===== config.mk =====
export PLATFORM = sky130hd
export DESIGN_NAME = adder_serial_accum_flat
export DESIGN_NICKNAME = d
export VERILOG_FILES = /design/src/rtl/adder_serial_accum_if.sv /design/src/rtl/adder_serial_accum.sv /design/src/flat_wrapper.sv
export SDC_FILE = /design/constraint.sdc
export NUM_CORES = 1
export LEC_CHECK = 0
export CAP_MARGIN = 20
export CORE_UTILIZATION = 54
export DETAILED_ROUTE_END_ITERATION = 7
export PLACE_DENSITY = 0.79
export SYNTH_ARGS = -nofsm -noshare
export SYNTH_HDL_FRONTEND = slang
export SYNTH_SLANG_ARGS = --single-unit

===== constraint.sdc =====
create_clock -name clk -period 2.15 [get_ports clk]
set_input_delay 0.215 -clock clk [delete_from_list [all_inputs] [get_ports clk]]
set_output_delay 0.215 -clock clk [all_outputs]
set_load 0.02 [all_outputs]

===== src/rtl/adder_serial_accum_if.sv =====
// Operand/result handshake bundle for adder_serial_accum.
// slave = the adder itself, master = the operand source / result consumer.
interface adder_serial_accum_if #(
  parameter int WIDTH = 16
);
  logic             in_valid;
  logic             in_ready;
  logic [WIDTH-1:0] in_a;
  logic [WIDTH-1:0] in_b;
  logic             in_cin;
  logic             in_mode;
  logic             acc_clear;
  logic             out_valid;
  logic             out_ready;
  logic [WIDTH-1:0] out_sum;
  logic             out_cout;
  logic             out_ovf;

  modport slave (
    input  in_valid, in_a, in_b, in_cin, in_mode, acc_clear, out_ready,
    output in_ready, out_valid, out_sum, out_cout, out_ovf
  );

  modport master (
    output in_valid, in_a, in_b, in_cin, in_mode, acc_clear, out_ready,
    input  in_ready, out_valid, out_sum, out_cout, out_ovf
  );
endinterface


===== src/rtl/adder_serial_accum.sv =====
// Bit-serial (CHUNK bits per clock) adder with optional accumulate mode and
// valid/ready handshakes on the operand and result sides.
//
// state  | meaning
// S_IDLE | in_ready high, waiting for an operand beat (acc_clear honoured here)
// S_RUN  | one chunk added per cycle; final cycle commits result to outputs
// S_DONE | out_valid high, outputs held until out_ready
module adder_serial_accum #(
  parameter  int WIDTH  = 16,
  parameter  int CHUNK  = 4,
  localparam int NCHUNK = WIDTH / CHUNK
) (
  input logic                   clk,
  input logic                   rst_n,
  adder_serial_accum_if.slave   io_bus
);

  localparam int CW = $clog2(NCHUNK + 1);

  typedef enum logic [1:0] {
    S_IDLE = 2'd0,
    S_RUN  = 2'd1,
    S_DONE = 2'd2
  } state_t;

  state_t           r_state;
  state_t           w_next;
  logic             w_in_ready;
  logic             w_out_valid;
  logic             w_last;
  logic [WIDTH-1:0] w_opa_sel;
  logic [CHUNK:0]   w_csum;
  logic [WIDTH-1:0] w_chunk_hi;

  logic [WIDTH-1:0] r_opa;
  logic [WIDTH-1:0] r_opb;
  logic [WIDTH-1:0] r_res;
  logic [WIDTH-1:0] r_acc;
  logic [CW-1:0]    r_cnt;
  logic             r_carry;
  logic             r_a_msb;
  logic             r_b_msb;
  logic [WIDTH-1:0] r_out_sum;
  logic             r_out_cout;
  logic             r_out_ovf;

  // Clear beats accumulate: an accepted mode=1 beat with acc_clear sees ACC=0.
  assign w_opa_sel  = io_bus.in_mode ? (io_bus.acc_clear ? '0 : r_acc) : io_bus.in_a;
  assign w_last     = (r_cnt == CW'(NCHUNK));
  assign w_csum     = {1'b0, r_opa[CHUNK-1:0]} + {1'b0, r_opb[CHUNK-1:0]}
                    + {{CHUNK{1'b0}}, r_carry};
  assign w_chunk_hi = WIDTH'(w_csum[CHUNK-1:0]) << (WIDTH - CHUNK);

  always_ff @(posedge clk or negedge rst_n) begin
    if (!rst_n) begin
      r_state <= S_IDLE;
    end else begin
      r_state <= w_next;
    end
  end

  always_comb begin
    w_next      = r_state;
    w_in_ready  = 1'b0;
    w_out_valid = 1'b0;
    case (r_state)
      S_IDLE: begin
        w_in_ready = 1'b1;
        if (io_bus.in_valid) w_next = S_RUN;
      end
      S_RUN: begin
        if (w_last) w_next = S_DONE;
      end
      S_DONE: begin
        w_out_valid = 1'b1;
        if (io_bus.out_ready) w_next = S_IDLE;
      end
      default: w_next = S_IDLE;
    endcase
  end

  // Operands shift right one chunk per cycle while the result fills in from
  // the top; the extra cycle at r_cnt == NCHUNK commits it to the outputs.
  always_ff @(posedge clk or negedge rst_n) begin
    if (!rst_n) begin
      r_opa      <= '0;
      r_opb      <= '0;
      r_res      <= '0;
      r_acc      <= '0;
      r_cnt      <= '0;
      r_carry    <= 1'b0;
      r_a_msb    <= 1'b0;
      r_b_msb    <= 1'b0;
      r_out_sum  <= '0;
      r_out_cout <= 1'b0;
      r_out_ovf  <= 1'b0;
    end else begin
      case (r_state)
        S_IDLE: begin
          if (io_bus.acc_clear) r_acc <= '0;
          if (io_bus.in_valid) begin
            r_opa   <= w_opa_sel;
            r_opb   <= io_bus.in_b;
            r_carry <= io_bus.in_cin;
            r_cnt   <= '0;
            r_a_msb <= w_opa_sel[WIDTH-1];
            r_b_msb <= io_bus.in_b[WIDTH-1];
          end
        end
        S_RUN: begin
          if (!w_last) begin
            r_opa   <= r_opa >> CHUNK;
            r_opb   <= r_opb >> CHUNK;
            r_res   <= (r_res >> CHUNK) | w_chunk_hi;
            r_carry <= w_csum[CHUNK];
            r_cnt   <= r_cnt + CW'(1);
          end else begin
            r_out_sum  <= r_res;
            r_out_cout <= r_carry;
            r_out_ovf  <= (r_a_msb == r_b_msb) && (r_res[WIDTH-1] != r_a_msb);
          end
        end
        S_DONE: begin
          if (io_bus.out_ready) r_acc <= r_out_sum;
        end
        default: ;
      endcase
    end
  end

  assign io_bus.in_ready  = w_in_ready;
  assign io_bus.out_valid = w_out_valid;
  assign io_bus.out_sum   = r_out_sum;
  assign io_bus.out_cout  = r_out_cout;
  assign io_bus.out_ovf   = r_out_ovf;

endmodule


===== src/flat_wrapper.sv =====
// flat-port wrapper written by rule: the top's interface ports become plain ports
module adder_serial_accum_flat 
#(
  parameter  int WIDTH  = 16,
  parameter  int CHUNK  = 4,
  localparam int NCHUNK = WIDTH / CHUNK
)
  (clk, rst_n, io_bus_in_valid, io_bus_in_a, io_bus_in_b, io_bus_in_cin, io_bus_in_mode, io_bus_acc_clear, io_bus_out_ready, io_bus_in_ready, io_bus_out_valid, io_bus_out_sum, io_bus_out_cout, io_bus_out_ovf);
  adder_serial_accum_if #(.WIDTH(WIDTH)) io_bus_i ();
  input logic clk;
  input logic rst_n;
  input wire logic [$bits(io_bus_i.in_valid)-1:0] io_bus_in_valid;
  input wire logic [$bits(io_bus_i.in_a)-1:0] io_bus_in_a;
  input wire logic [$bits(io_bus_i.in_b)-1:0] io_bus_in_b;
  input wire logic [$bits(io_bus_i.in_cin)-1:0] io_bus_in_cin;
  input wire logic [$bits(io_bus_i.in_mode)-1:0] io_bus_in_mode;
  input wire logic [$bits(io_bus_i.acc_clear)-1:0] io_bus_acc_clear;
  input wire logic [$bits(io_bus_i.out_ready)-1:0] io_bus_out_ready;
  output wire logic [$bits(io_bus_i.in_ready)-1:0] io_bus_in_ready;
  output wire logic [$bits(io_bus_i.out_valid)-1:0] io_bus_out_valid;
  output wire logic [$bits(io_bus_i.out_sum)-1:0] io_bus_out_sum;
  output wire logic [$bits(io_bus_i.out_cout)-1:0] io_bus_out_cout;
  output wire logic [$bits(io_bus_i.out_ovf)-1:0] io_bus_out_ovf;
  assign io_bus_i.in_valid = io_bus_in_valid;
  assign io_bus_i.in_a = io_bus_in_a;
  assign io_bus_i.in_b = io_bus_in_b;
  assign io_bus_i.in_cin = io_bus_in_cin;
  assign io_bus_i.in_mode = io_bus_in_mode;
  assign io_bus_i.acc_clear = io_bus_acc_clear;
  assign io_bus_i.out_ready = io_bus_out_ready;
  assign io_bus_in_ready = io_bus_i.in_ready;
  assign io_bus_out_valid = io_bus_i.out_valid;
  assign io_bus_out_sum = io_bus_i.out_sum;
  assign io_bus_out_cout = io_bus_i.out_cout;
  assign io_bus_out_ovf = io_bus_i.out_ovf;
  adder_serial_accum #(.WIDTH(WIDTH), .CHUNK(CHUNK)) u_core (.clk(clk), .rst_n(rst_n), .io_bus(io_bus_i));
endmodule

# --- Word level (Yosys, flattened, before mapping) ---
# Index checks and enable logic that the tools add are counted.
# Widths: inputs -> output; s select.
classes:
  addsub: 3
  n_eq_ne: 9
  n_mux: 22
  bitwise_logic: 2
  n_reduce_logical: 10
ops:
  columns: ["op", "n"]
  rows:
  - ["$mux 16", 7]
  - ["$pmux 16 s2", 3]
  - ["$or 12x16->16", 1]
  - ["$reduce_and 2->1", 4]
  - ["$mux 2", 3]
  - ["$mux 3", 2]
  - ["$ne 2x2->1 const B", 3]
  - ["$pmux 2 s3", 1]
  - ["$pmux 3 s2", 1]
  - ["$reduce_and 3->1", 2]
  - ["$add 4x4->5", 1]
  - ["$add 5x1->5", 1]
  - ["$mux 1", 4]
  - ["$reduce_bool 2->1", 2]
  - ["$add 3x1->3 const B", 1]
  - ["$eq 3x3->1 const B", 1]
  - ["$eq 2x1->1 const B", 1]
  - ["$eq 2x2->1 const B", 1]
  - ["$logic_not 2->1", 1]
  - ["$ne 2x1->1 const B", 1]
  - ["$pmux 1 s2", 1]
  - ["$eq 1x1->1", 1]
  - ["$logic_and 1x1->1", 1]
  - ["$ne 1x1->1", 1]
  - ["$not 1->1", 1]
word_totals:
  register_bits: 90
  input_bits: 39
  elab_cells: 58

# --- Longest topological paths before layout ---
depth:
  depth_word: 4
  mapped_depth: 8
  mapped_depth_nobuf: 7

# --- Worst setup path before layout ---
# No wires, ideal clock.
synth_path:
  path_kind: "register to register"
  from: "register u_core.r_carry"
  to: "register u_core.r_carry"
  arrival_time_ps: 1572
  required_time_ps: 2068
  path_slack_ps: 496
  path_stages_with_launch: 8
  path_buffers: 0
  period_less_slack_ps: 1654
  path_cell_list: "dfrtp_1 inv_1 fa_1 fa_1 nor2b_1 o21a_1 nor3_1 o22ai_1"
synth_via:
  elab_chain_cells: 3
synth_rtl:
  columns: ["element", "line_no", "rtl"]
  rows:
  - ["start, declared", "adder_serial_accum.sv:40", "logic r_carry;"]
  - ["start signal, assigned", "adder_serial_accum.sv:104", "r_carry <= io_bus.in_cin;"]
  - ["start signal, assigned", "adder_serial_accum.sv:115", "r_carry <= w_csum[CHUNK];"]
  - ["$add 5x1->5", "adder_serial_accum.sv:51", "+ {{CHUNK{1'b0}}, r_carry};"]
  - ["$mux 1", "adder_serial_accum.sv:111", "if (!w_last) begin"]
  - ["$pmux 1 s2", "adder_serial_accum.sv:98", "case (r_state)"]
# No other way between the ends. The select of a mux whose other input is x is not followed.
# A chain may end at the register's enable or synchronous reset.

# --- Worst setup path after layout ---
layout_path:
  from: "register u_core.r_state[0]"
  to: "output io_bus_out_valid"
layout_via:
  elab_chain_cells: 2
layout_rtl:
  columns: ["element", "line_no", "rtl"]
  rows:
  - ["start, declared", "adder_serial_accum.sv:26", "state_t r_state;"]
  - ["start signal, assigned", "adder_serial_accum.sv:58", "r_state <= w_next;"]
  - ["$eq 2x2->1", "adder_serial_accum.sv:66", "case (r_state)"]
  - ["$mux 1", "adder_serial_accum.sv:66", null]
  - ["end, declared", "flat_wrapper.sv:20", "output wire logic [$bits(io_bus_i.out_valid)-1:0] io_bus_out_valid;"]
# No other way between the ends.

==> impl_results.md <==
- WP data arrival: 1.73 ns
- Postcts setup bufs: 0
- Drt first pass iters: 5
- Die height: 89.21 um
- Post-CTS resize count: 0
- CP Cell Sequence: nand2b_1 -> inv_1 -> clkdlybuf4s50_1
- Total GRT Usage: 0.2724
- Dpl ws: -0.03090 ns
- Clk sinks: 90
- Placed Area: ~4800 um2
- Combinational power share: 0.458
- Tightest Hold Check Type: in -> async
- Post-route setup slack: 0.2099 ns
- Synth Area in XOR/XNOR: 0.006399
- Io pins: 59
- Largest net degree at the start of global routing: 40
- Routed length on met3: 605 um
- R2R Path End: u_core.r_opa[1]
- Post-route minimum period: 1.940 ns
- Switching power: slightly below 3 mW
- Worst path slowest cell: clkdlybuf4s50_1
- DPL Wire Length: slightly below 7000 um
- Wire per inst: 17.69 um
- Synth Flop Type: dfrtp_1
- Port Buffers: 58
- CP startpoint kind: register
- Max stage delay on crit path: 0.59 ns
- CTS tree: built
- Fill cells: 586
- Finished Cell Area: 4941 um2
- Antenna viol nets, final: 0
- Worst R2R Path Depth: 7
- Layout cell share with drive strength beyond 1: 0.1441
- Overall power: 7.382 mW
- VDD IR max: between 0.6 and 0.7 mV
- Worst reg2reg setup slack: 0.23 ns
- First-pass GRT wire length: 15840 um
- Power per Cell Area: 1494 nW/um2
- Register area: 2252 um2
- Leakage power: 2.171 nW
- Row Count: 31
- Initial core utilization: 0.5631
- Yosys warns: 0
- Mapped cell area: a little over 4000 um2
- Number of library cell types mapped by synthesis: 38
- Root Buffer: clkbuf_8
- CP required: 1.93 ns
- Core Util, Final: 0.6776
- DR DRC count: 0
- CP max FO: 8
- DRT Wirelength: 9729 um
- Worst slew margin: 0.6530
- Clk slew on worst S/H paths: ~0.080 ns
- Setup skew after layout: a little under 0.01 ns
- Actual slew at the worst max-slew pin: 0.5205 ns
- Post-Syn Nets: approximately 430
- Cells after synthesis: between 300 and 400
- Antenna cells: 0
- Register area share after synthesis: 0.5484
- Hold Vio Cnt, Final: 0
- Critical path's top delay family: buffers and inverters
- Power Internal: approximately 4.4 mW
- Fin Setup TNS: 0 ns
- Via-to-Cell Ratio: 5.780
- FF-to-FF Start: u_core.r_cnt[0]
- Placer Congestion: 0.8014
- Die area: 7958 um2
- Crit. End Element: output pin
- Core Region: 7292 um2
- Die X: 89.21 um
- Mux cell area share after synthesis: 0.07678
- Compound-Gate Fraction of Synth Area: 0.1782
- Nets: 495
- CP Buf/Inv Count: 2
- Vias in the first global route: ~3200
- Post-synthesis register bit count: 90
- Clock share of power: 0.128
- Crit Path Class: reg -> out
- Total CTS buffers: 9
- CTS H-tree lvls: 3
- Ys async rst share: 1.000
- DR vias: between 3000 and 4000
- Initial DRC count: approximately 200
- Slew Viols, Final: 0
- Metal2 WL: ~4500 um
- CTS max path bufs: 2
- Area Growth Syn to Fin: 20.32%
- Multi-input gate area: 1599 um2
- Global-route congestion overflow total: 0
- WL met1: 4356 um
- Initial antenna violation count: 0
- DR top layer: met4
- Period utilization: 0.9024
- Final setup vio count: 0
- Sequential share of power: 0.414
- Sw Share: 0.3994
- Clock latency on the worst-skew pair: 0.36 ns
- Unrepaired setup endpoints after global routing: no
- Status: finished, final reports clean
- Synth Area in Simple Gates: 0.1030
- Synth Area in Adders: 0.02498
- Post-synth EDFFs: 0
- Highest clock rate: 0.5154 GHz
- Syn avg cell area: between 10 and 15 um2
- Max-cap violations: 0
- Largest family of logic cells by synthesized area: compound AO/OA/AOI/OAI gates
cells in the mapped netlist, types with 2 or more instances:
library cell | count | area share
a21o_1 | 2 | 0.0037
a21oi_1 | 2 | 0.0024
a221o_1 | 12 | 0.029
a22o_1 | 19 | 0.041
a22oi_1 | 3 | 0.0055
a31oi_1 | 9 | 0.014
a31oi_2 | 3 | 0.0091
buf_2 | 7 | 0.0085
buf_4 | 4 | 0.0073
buf_6 | 6 | 0.016
clkbuf_1 | 5 | 0.0046
dfrtp_1 | 90 | 0.55
fa_1 | 2 | 0.0098
ha_1 | 5 | 0.015
inv_1 | 24 | 0.022
mux2_2 | 28 | 0.077
nand2_1 | 68 | 0.062
nand2b_1 | 2 | 0.0030
nand3_1 | 3 | 0.0037
nor2_1 | 18 | 0.016
nor2b_1 | 4 | 0.0061
nor3_1 | 2 | 0.0024
o211ai_1 | 2 | 0.0037
o21ai_0 | 42 | 0.051
o21ai_1 | 9 | 0.011
xor2_1 | 3 | 0.0064
flip-flops by register name, summed over array words and instances (netlist names):
signal	flops
u_core.r_opb	16
u_core.io_bus.out_cout	1
u_core.r_a_msb	1
u_core.r_b_msb	1
u_core.r_state	2
u_core.r_acc	16
u_core.r_cnt	3
u_core.io_bus.out_sum	16
u_core.r_carry	1
u_core.io_bus.out_ovf	1
u_core.r_res	16
u_core.r_opa	16
cells in the final DEF, fill, tap and decap left out, types with 3 or more instances in the layout:
cell,Yosys,routed
buf_4,4,16
o21ai_0,42,42
clkbuf_8,0,9
a22oi_1,3,3
inv_1,24,24
o21ai_1,9,9
a221o_1,12,12
nor2_1,18,18
mux2_2,28,28
a22o_1,19,19
nor2b_1,4,4
nand3_1,3,3
a31oi_1,9,9
a31oi_2,3,3
xor2_1,3,3
clkdlybuf4s50_1,0,57
ha_1,5,5
nand2_1,68,68
clkinv_2,1,4
dfrtp_1,90,90
timing repair:
item	in CTS	in global routing
endpoints found under the setup margin	0	0
endpoints found under the hold margin	36	0
hold buffers	1	0
worst max path at each step:
stage	from	to	slack, ns	cells after the start
4_1_cts	u_core.r_state[0]	io_bus_out_valid	0.21	3
3_3_place_gp	io_bus_in_mode	u_core.r_opa[2]	0.09	5
6_report	u_core.r_state[0]	io_bus_out_valid	0.21	3
2_1_floorplan	u_core.r_carry	u_core.r_carry	0.50	7
5_1_grt	u_core.r_cnt[0]	u_core.r_carry	0.06	7
3_5_place_dp	io_bus_in_mode	u_core.r_opa[1]	-0.03	5
routing by layer:
layer,vias to the layer above,track usage
met4,0,0.1198
li1,1468,-
met5,-,0
met2,109,0.4080
met3,26,0.05448
met1,1576,0.3881
power groups by stage:
| stage | sequential [mW] | clock, mW | combinational [mW] |
|---|---|---|---|
| 2_1_floorplan | 3.04 | 0 | 2.36 |
| 3_3_place_gp | 3.04 | 0 | 3.24 |
| 3_5_place_dp | 3.07 | 0 | 3.39 |
| 4_1_cts | 3.04 | 0.965 | 3.41 |
| 5_1_grt | 3.13 | 1.03 | 3.77 |
| 6_report | 3.05 | 0.945 | 3.38 |
kinds of logic (layout without fill, tap and decap cells):
logic type,Yosys count,count (layout)
muxes,28,28
adders and majority gates,7,7
DFF,90,90
AOI/OAI and AO/OA,107,107
buffers and inverters,49,114
xor gates and xnor gates,3,3
and+or+nand+nor,102,102
cell type report:
| class | instances | area share |
|---|---|---|
| flip-flops and latches | 90 | 0.4558 |
| multi-input cells | 247 | 0.3236 |
| repair buffers | 75 | 0.1459 |
| clock buffers | 9 | 0.02507 |
| well taps | 99 | 0.02507 |
| inverters | 26 | 0.02001 |
| clock inverters | 4 | 0.004558 |
stage by stage:
stage                     instances  hold WS [ns]
after global routing            550        0.4262
final                           550        0.3734
after floorplan                 386      -0.08059
after detailed placement        535        0.2293
after CTS                       549        0.3860
after global placement          535        0.2258
Note: power is estimated with default switching activity, not from simulation.
